**config.mk**
```make
export PLATFORM = sky130hd
export DESIGN_NAME = fir_tap_combiner
export DESIGN_NICKNAME = d
export VERILOG_FILES = /design/src/rtl/fir_pkg.sv /design/src/rtl/fir_tap_stage.sv /design/src/rtl/fir_tap_combiner.sv
export SDC_FILE = /design/constraint.sdc
export NUM_CORES = 1
export LEC_CHECK = 0
export ABC_AREA = 1
export BUFFER_PORTS_ARGS = -buffer_cell sky130_fd_sc_hd__clkbuf_2
export CELL_PAD_IN_SITES_DETAIL_PLACEMENT = 0
export CELL_PAD_IN_SITES_GLOBAL_PLACEMENT = 2
export CORE_MARGIN = 8
export CORE_UTILIZATION = 29
export DETAILED_ROUTE_END_ITERATION = 10
export PLACE_DENSITY = 0.83
export SYNTH_ARGS = -nofsm -noshare
export SYNTH_HDL_FRONTEND = slang
export SYNTH_HIERARCHICAL = 1
export SYNTH_SLANG_ARGS = --single-unit
```
**constraint.sdc**
```tcl
create_clock -name clk -period 1.69 [get_ports clk]
set_clock_uncertainty 0.15 [all_clocks]
set_input_delay 0.0845 -clock clk [delete_from_list [all_inputs] [get_ports clk]]
set_output_delay 0.0845 -clock clk [all_outputs]
set_load 0.02 [all_outputs]
```
**src/rtl/fir_pkg.sv**
```systemverilog
// Shared constants for the 8-tap odd-coefficient FIR datapath.
package fir_pkg;

  localparam int TAPS   = 8;
  localparam int P_W    = 12;
  localparam int ACC_W  = 14;
  localparam int FILL_W = 3;

  // Coefficient c_k = 2k+1; consumed by the multiplier bank and the bench model.
  localparam int unsigned COEF [TAPS] = '{1, 3, 5, 7, 9, 11, 13, 15};

  // Fill count at which the delay chain holds a full window of real samples.
  localparam logic [FILL_W-1:0] FILL_MAX = FILL_W'(TAPS - 1);

endpackage

```
**src/rtl/fir_tap_stage.sv**
```systemverilog
// One transposed-form stage: adds the local product to the downstream
// partial sum and registers the result.
module fir_tap_stage #(
  parameter int P_W   = 12,
  parameter int ACC_W = 14
) (
  input  logic             clk,
  input  logic             rst_n,
  input  logic             clear,
  input  logic             en,
  input  logic [P_W-1:0]   prod,
  input  logic [ACC_W-1:0] carry,
  output logic [ACC_W-1:0] q
);

  // Partial-sum register: reset and clear flush it, enable advances it.
  always_ff @(posedge clk) begin
    // NOTE: non-blocking assignment so every stage samples its neighbour's
    // pre-edge value; blocking here would ripple a sample through the chain.
    if (!rst_n || clear) begin
      q <= '0;
    end else if (en) begin
      q <= ACC_W'(prod) + carry;
    end
  end

endmodule

```
**src/rtl/fir_tap_combiner.sv**
```systemverilog
// Transposed-form delay/adder chain of the 8-tap FIR. Takes the per-tap
// products of one sample per accept and produces y[n] = sum c_k * x[n-k].
module fir_tap_combiner #(
  parameter int TAPS  = fir_pkg::TAPS,
  parameter int P_W   = fir_pkg::P_W,
  parameter int ACC_W = fir_pkg::ACC_W
) (
  input  logic             clk,
  input  logic             rst_n,
  input  logic             in_valid,
  input  logic             in_clear,
  input  logic [P_W-1:0]   in_data1,
  input  logic [P_W-1:0]   in_data2,
  input  logic [P_W-1:0]   in_data3,
  input  logic [P_W-1:0]   in_data4,
  input  logic [P_W-1:0]   in_data5,
  input  logic [P_W-1:0]   in_data6,
  input  logic [P_W-1:0]   in_data7,
  input  logic [P_W-1:0]   in_data8,
  output logic [ACC_W-1:0] out_data,
  output logic             out_valid
);

  import fir_pkg::*;

  // prod[k] is c_k * x for the current sample.
  logic [P_W-1:0]   prod [TAPS];
  // r[k] is chain register r_k; r[TAPS] is the zero feeding the last stage.
  logic [ACC_W-1:0] r    [1:TAPS];
  logic [FILL_W-1:0] fill;
  logic              accept;

  assign prod[0] = in_data1;
  assign prod[1] = in_data2;
  assign prod[2] = in_data3;
  assign prod[3] = in_data4;
  assign prod[4] = in_data5;
  assign prod[5] = in_data6;
  assign prod[6] = in_data7;
  assign prod[7] = in_data8;

  assign r[TAPS] = '0;

  // Clear has priority inside each stage, so plain in_valid is a safe enable.
  assign accept = in_valid && !in_clear;

  // Stage k: r_k <= product k + r_(k+1); one adder per register on every path.
  for (genvar k = 1; k < TAPS; k++) begin : g_stage
    fir_tap_stage #(
      .P_W  (P_W),
      .ACC_W(ACC_W)
    ) u_stage (
      .clk  (clk),
      .rst_n(rst_n),
      .clear(in_clear),
      .en   (in_valid),
      .prod (prod[k]),
      .carry(r[k+1]),
      .q    (r[k])
    );
  end

  // Output register, priming counter and output strobe.
  always_ff @(posedge clk) begin
    if (!rst_n || in_clear) begin
      out_data  <= '0;
      out_valid <= 1'b0;
      fill      <= '0;
    end else if (accept) begin
      out_data  <= ACC_W'(prod[0]) + r[1];
      out_valid <= (fill == FILL_MAX);
      if (fill != FILL_MAX) begin
        fill <= fill + 1'b1;
      end
    end else begin
      out_valid <= 1'b0;
    end
  end

endmodule
```
Yosys cells after proc, flatten, opt, wreduce, memory -nomap -nowiden
Cells that the tools add are included.

storage, ports and cells
  logic and storage cells = 27
  bits of input ports = 100
  output and inout port bits = 15
  flip-flop bits (word level) = 114

cells by class
  reduce and logical (&&, ||, !) cells = 6
  equal/unequal tests = 2
  bitwise logic cells = 1
  add/subtract/negate cells = 8

operators by type and width
  operator             count
  $add 12x14->14       6
  $add 12x12->13       1
  $add 3x1->3 const B  1
  $eq 3x3->1 const B   1
  $ne 3x3->1 const B   1
  $logic_not 1->1      2
  $reduce_and 2->1     1
  $reduce_or 2->1      1
  $logic_and 1x1->1    1
  $logic_or 1x1->1     1
  $not 1->1            1

Depth between registers and ports, before layout
  depth in word-level cells = 4
  depth in mapped cells = 12
  depth with buffers taken out = 12

Modules after synthesis
Netlist, hierarchy kept.

modules (own cells, without submodules)
  module                                  area each (um2)  instances  cells each  seq. area each (um2)
  fir_tap_stage (g_stage[2].u_stage ...)  1325.0           3          229         280.3
  fir_tap_stage (g_stage[6].u_stage ...)  1320.0           2          229         280.3
  fir_tap_combiner                        1522.7           1          251         360.3
  fir_tap_stage (g_stage[5].u_stage)      1315.0           1          229         280.3
  fir_tap_stage (g_stage[1].u_stage)      1308.8           1          230         280.3

Worst setup path after synthesis
Ideal clock, no wire load.

  path type = reg-to-reg
  from = register g_stage[1].u_stage.q[0]
  to = register out_data[8]
  library setup time = 0.113 ns
  path slack = -0.101 ns
  cell stages (with the launch flop) = 11
  required time = 1.427 ns
  buffers on the path = 0
  data arrival time = 1.528 ns
  clock period less this slack = 1.791 ns
  cell sequence = dfxtp_1 > ha_1 > inv_1 > fa_1 > nor2_4 > nor2_4 > nor2_2 > nor2_1 > and2_0 > o21ai_1 > inv_1

between the ends
  word-level cells in the longest chain between the ends = 1

ends and longest elaborated chain
  item                      RTL line                text
  start: declaration        fir_tap_stage.sv:13     output logic [ACC_W-1:0] q
  start signal: assignment  fir_tap_stage.sv:23     q <= ACC_W'(prod) + carry;
  $add 12x14->14            fir_tap_combiner.sv:70  out_data <= ACC_W'(prod[0]) + r[1];
  end signal: assignment    fir_tap_combiner.sv:70
  end: declaration          fir_tap_combiner.sv:20  output logic [ACC_W-1:0] out_data,

No other way between the ends.
A chain may end at the register's enable or synchronous reset.

Worst setup path after layout
  from = register g_stage[2].u_stage.q[0]
  to = register g_stage[1].u_stage.q[8]

between the ends
  word-level cells in the longest chain between the ends = 1

ends and longest elaborated chain
  item                      RTL line
  start: declaration        fir_tap_stage.sv:13
  start signal: assignment  fir_tap_stage.sv:23
  $add 12x14->14            fir_tap_stage.sv:23

No other way between the ends.

==> impl_metrics.env <==
export IMPL_status="complete, but fails checks"
export IMPL_violations="setup timing"
export IMPL_core_area_um2=36610
export IMPL_place_inst=2533
export IMPL_synth_top_area_frac=0.2158
export IMPL_finalNonFillerCells=2579
export IMPL_synthTopCellsByArea="dfxtp_1 (22%), nand2_1 (19%), inv_1 (13%)"
export IMPL_synth_most_common_cell="nand2_1"
export IMPL_min_period_over_period=1.055
export IMPL_synth_top_flop_cell="dfxtp_1"
export IMPL_synth_edff_count=0
export IMPL_max_freq_mhz=560.9
export IMPL_slew_viol_final=0
export IMPL_place_gp_congestion=0.8453
export IMPL_root_buffer="clkbuf_16"
export IMPL_clk_pin_slew_worst_paths_ns=0.06
export IMPL_syn_area_per_cell_um2=5.801
export IMPL_crit_fanout=3
export IMPL_yosys_area_top_type="dfxtp_1"
export IMPL_dr_pass1_iters=5
export IMPL_syn_area_um2=10760
export IMPL_fin_nets=2305
export IMPL_hpwlAfterDp_um=26410
export IMPL_htreeDepth=4
export IMPL_grt_overflow=0
export IMPL_grt_pass1_wl_um=54130
export IMPL_grt_max_degree=58
export IMPL_path_common_cell="nor2_4"
export IMPL_die_w_um=208.6
export IMPL_grt_pass1_vias=11140
export IMPL_crit_arrival_ns=2.00
export IMPL_pin_count=115
export IMPL_dieArea_um2=43530
export IMPL_portBuffers=114
export IMPL_final_area_um2=15020
export IMPL_remaining_drc_errors=0
export IMPL_ir_worst_vdd_v=0.0006930
export IMPL_p_per_area_nw_per_um2=660.9
export IMPL_worstSkewPairLatency_ns=0.43
export IMPL_max_slew_margin=0.6640
export IMPL_die_y_um=208.6
export IMPL_cts_buffers=17
export IMPL_setup_viol=11
export IMPL_syn_inst=1855
export IMPL_ys_ff_latch=116
export IMPL_place_area_um2=12700
export IMPL_route_vias_total=11170
export IMPL_max_cap_violations=0
export IMPL_drive_above_1_share=0.2984
export IMPL_final_util=0.4104
export IMPL_vias_per_cell=4.331
export IMPL_crit_required_ns=1.91
export IMPL_crit_chain="ha_4 > inv_2 > fa_2 > nor2_4 > nor2_4 > nor2_2 > nor2_1 > or2_1 > nand3_1 > nand2_1 > inv_1"
export IMPL_cts_tree="done"
export IMPL_fillCellCount=3981
export IMPL_std_cell_rows=70
export IMPL_tightest_slew_ns=0.5027
export IMPL_p_leak_nw=8.093
export IMPL_max_stage_delay_ns=0.38
export IMPL_rsz0062_at_grt="yes"
export IMPL_hold_viol_final=0
export IMPL_yosys_warnings=6
export IMPL_fin_ws_ns=-0.09282
export IMPL_cts_max_path_buffers=2
export IMPL_seq_area_frac_synth=0.2158
export IMPL_cts_sinks=116
export IMPL_endpoint_kind="register"
export IMPL_finalWirelength_um=32790
export IMPL_ys_async_sr_fraction=0
export IMPL_antennaDiodeCount=0
export IMPL_slowest_stage="fa_2"
export IMPL_period_minus_slack_ns=1.783
export IMPL_drtIter0Drc=389
export IMPL_ant_nets=0
export IMPL_antenna_found_initial=3
export IMPL_wl_per_cell_um=12.71
export IMPL_start_util=0.2940
export IMPL_whs_ns=0.01532
export IMPL_hold_class="in -> reg"
export IMPL_path_class="reg -> reg"
export IMPL_yosys_top_cells_count="nand2_1 (534), inv_1 (368), nor2_1 (294), nand3_1 (127), dfxtp_1 (116)"
export IMPL_track_usage=0.1511
export IMPL_dp_worst_setup_slack_ns=-0.09093
export IMPL_cp_start_kind="register"
export IMPL_syn2layout_area_growth_pct=39.61
export IMPL_yosysUniqueCellTypes=31
==> cells by family after synthesis <==
family	synth area share
AOI/OAI and AO/OA	0.05639
xor gates and xnor gates	0.03255
adders and majority gates	0.1288
buffers and inverters	0.1537
DFF	0.2158
other	0.0003485
and+or+nand+nor	0.4124
==> worst paths after layout <==
path / cells after the start / slack, ns / startpoint / to
max: 11 / -0.09 / g_stage[2].u_stage/q[0] / g_stage[1].u_stage/q[8]
min: 4 / 0.02 / in_data3[1] / g_stage[2].u_stage/q[1]
max reg2reg: 11 / -0.09 / g_stage[2].u_stage/q[0] / g_stage[1].u_stage/q[8]
min reg2reg: 2 / 0.33 / g_stage[7].u_stage/q[0] / g_stage[7].u_stage/q[0]
==> routing by layer <==
metal  GRT usage  part of all wire
met5           0            0.0013
met4     0.04204             0.020
met3     0.02918             0.031
met2      0.2794              0.50
met1      0.1748              0.45
==> layout by cell type (no fill, tap or decap), types with 27 or more instances in the layout <==
master    count
nand2_1     476
inv_1       352
nor2_1      274
clkbuf_2    112
buf_4       103
nand3_1      98
nand2_2      82
ha_4         78
dfxtp_2      55
dfxtp_1      54
a21oi_1      38
nor2_2       37
inv_2        33
nand3_2      29
o21ai_1      27
==> layout make-up <==
cell class / instances / area (um^2) / share of cell area
multi-input cells: 1344 / 8399 / 0.5590
flip-flops and latches: 116 / 2417 / 0.1609
well taps: 468 / 585.6 / 0.03897
clock buffers: 22 / 484.2 / 0.03223
inverters: 389 / 1460 / 0.09719
repair buffers: 231 / 1528 / 0.1017
clock inverters: 9 / 150.1 / 0.009993
==> power breakdown <==
group	internal (W)	total [W]	leakage [nW]	switching [W]
clock network	0.00261	0.00397	0.308	0.00136
registers	0.00288	0.00301	0.977	0.000130
logic	0.00132	0.00296	6.81	0.00163
total	0.00681	0.00993	8.09	0.00312
==> flip-flops by register name (all words and copies together) (netlist names) <==
signal and flops:
out_data 14, out_valid 1, fill 3, g_stage.u_stage/q 98
==> critical path, delay by kind of cell (launching register included) <==
family / cells / cell delay (ns)
fa+ha+maj: 2 / 0.52
buf+inv: 2 / 0.07
simple gates: 7 / 0.64
flops: 1 / 0.35
==> per-stage QoR <==
step                power [W]  setup TNS (ns)
global placement     0.005523          -1.050
detailed placement   0.005531          -1.452
CTS                  0.009768         -0.5029
global route          0.01059          -3.108
finish               0.009929         -0.4902
floorplan            0.004634        -0.01178
==> timing repair <==
action	4_1_cts	5_1_grt
pin swaps	21	72
buffers inserted	3	4
resized for setup	54	266
endpoints found under the setup margin	46	73
hold buffers	10	0
hold endpoints to repair	16	0
No activity file was read; power rests on OpenSTA's default activity.
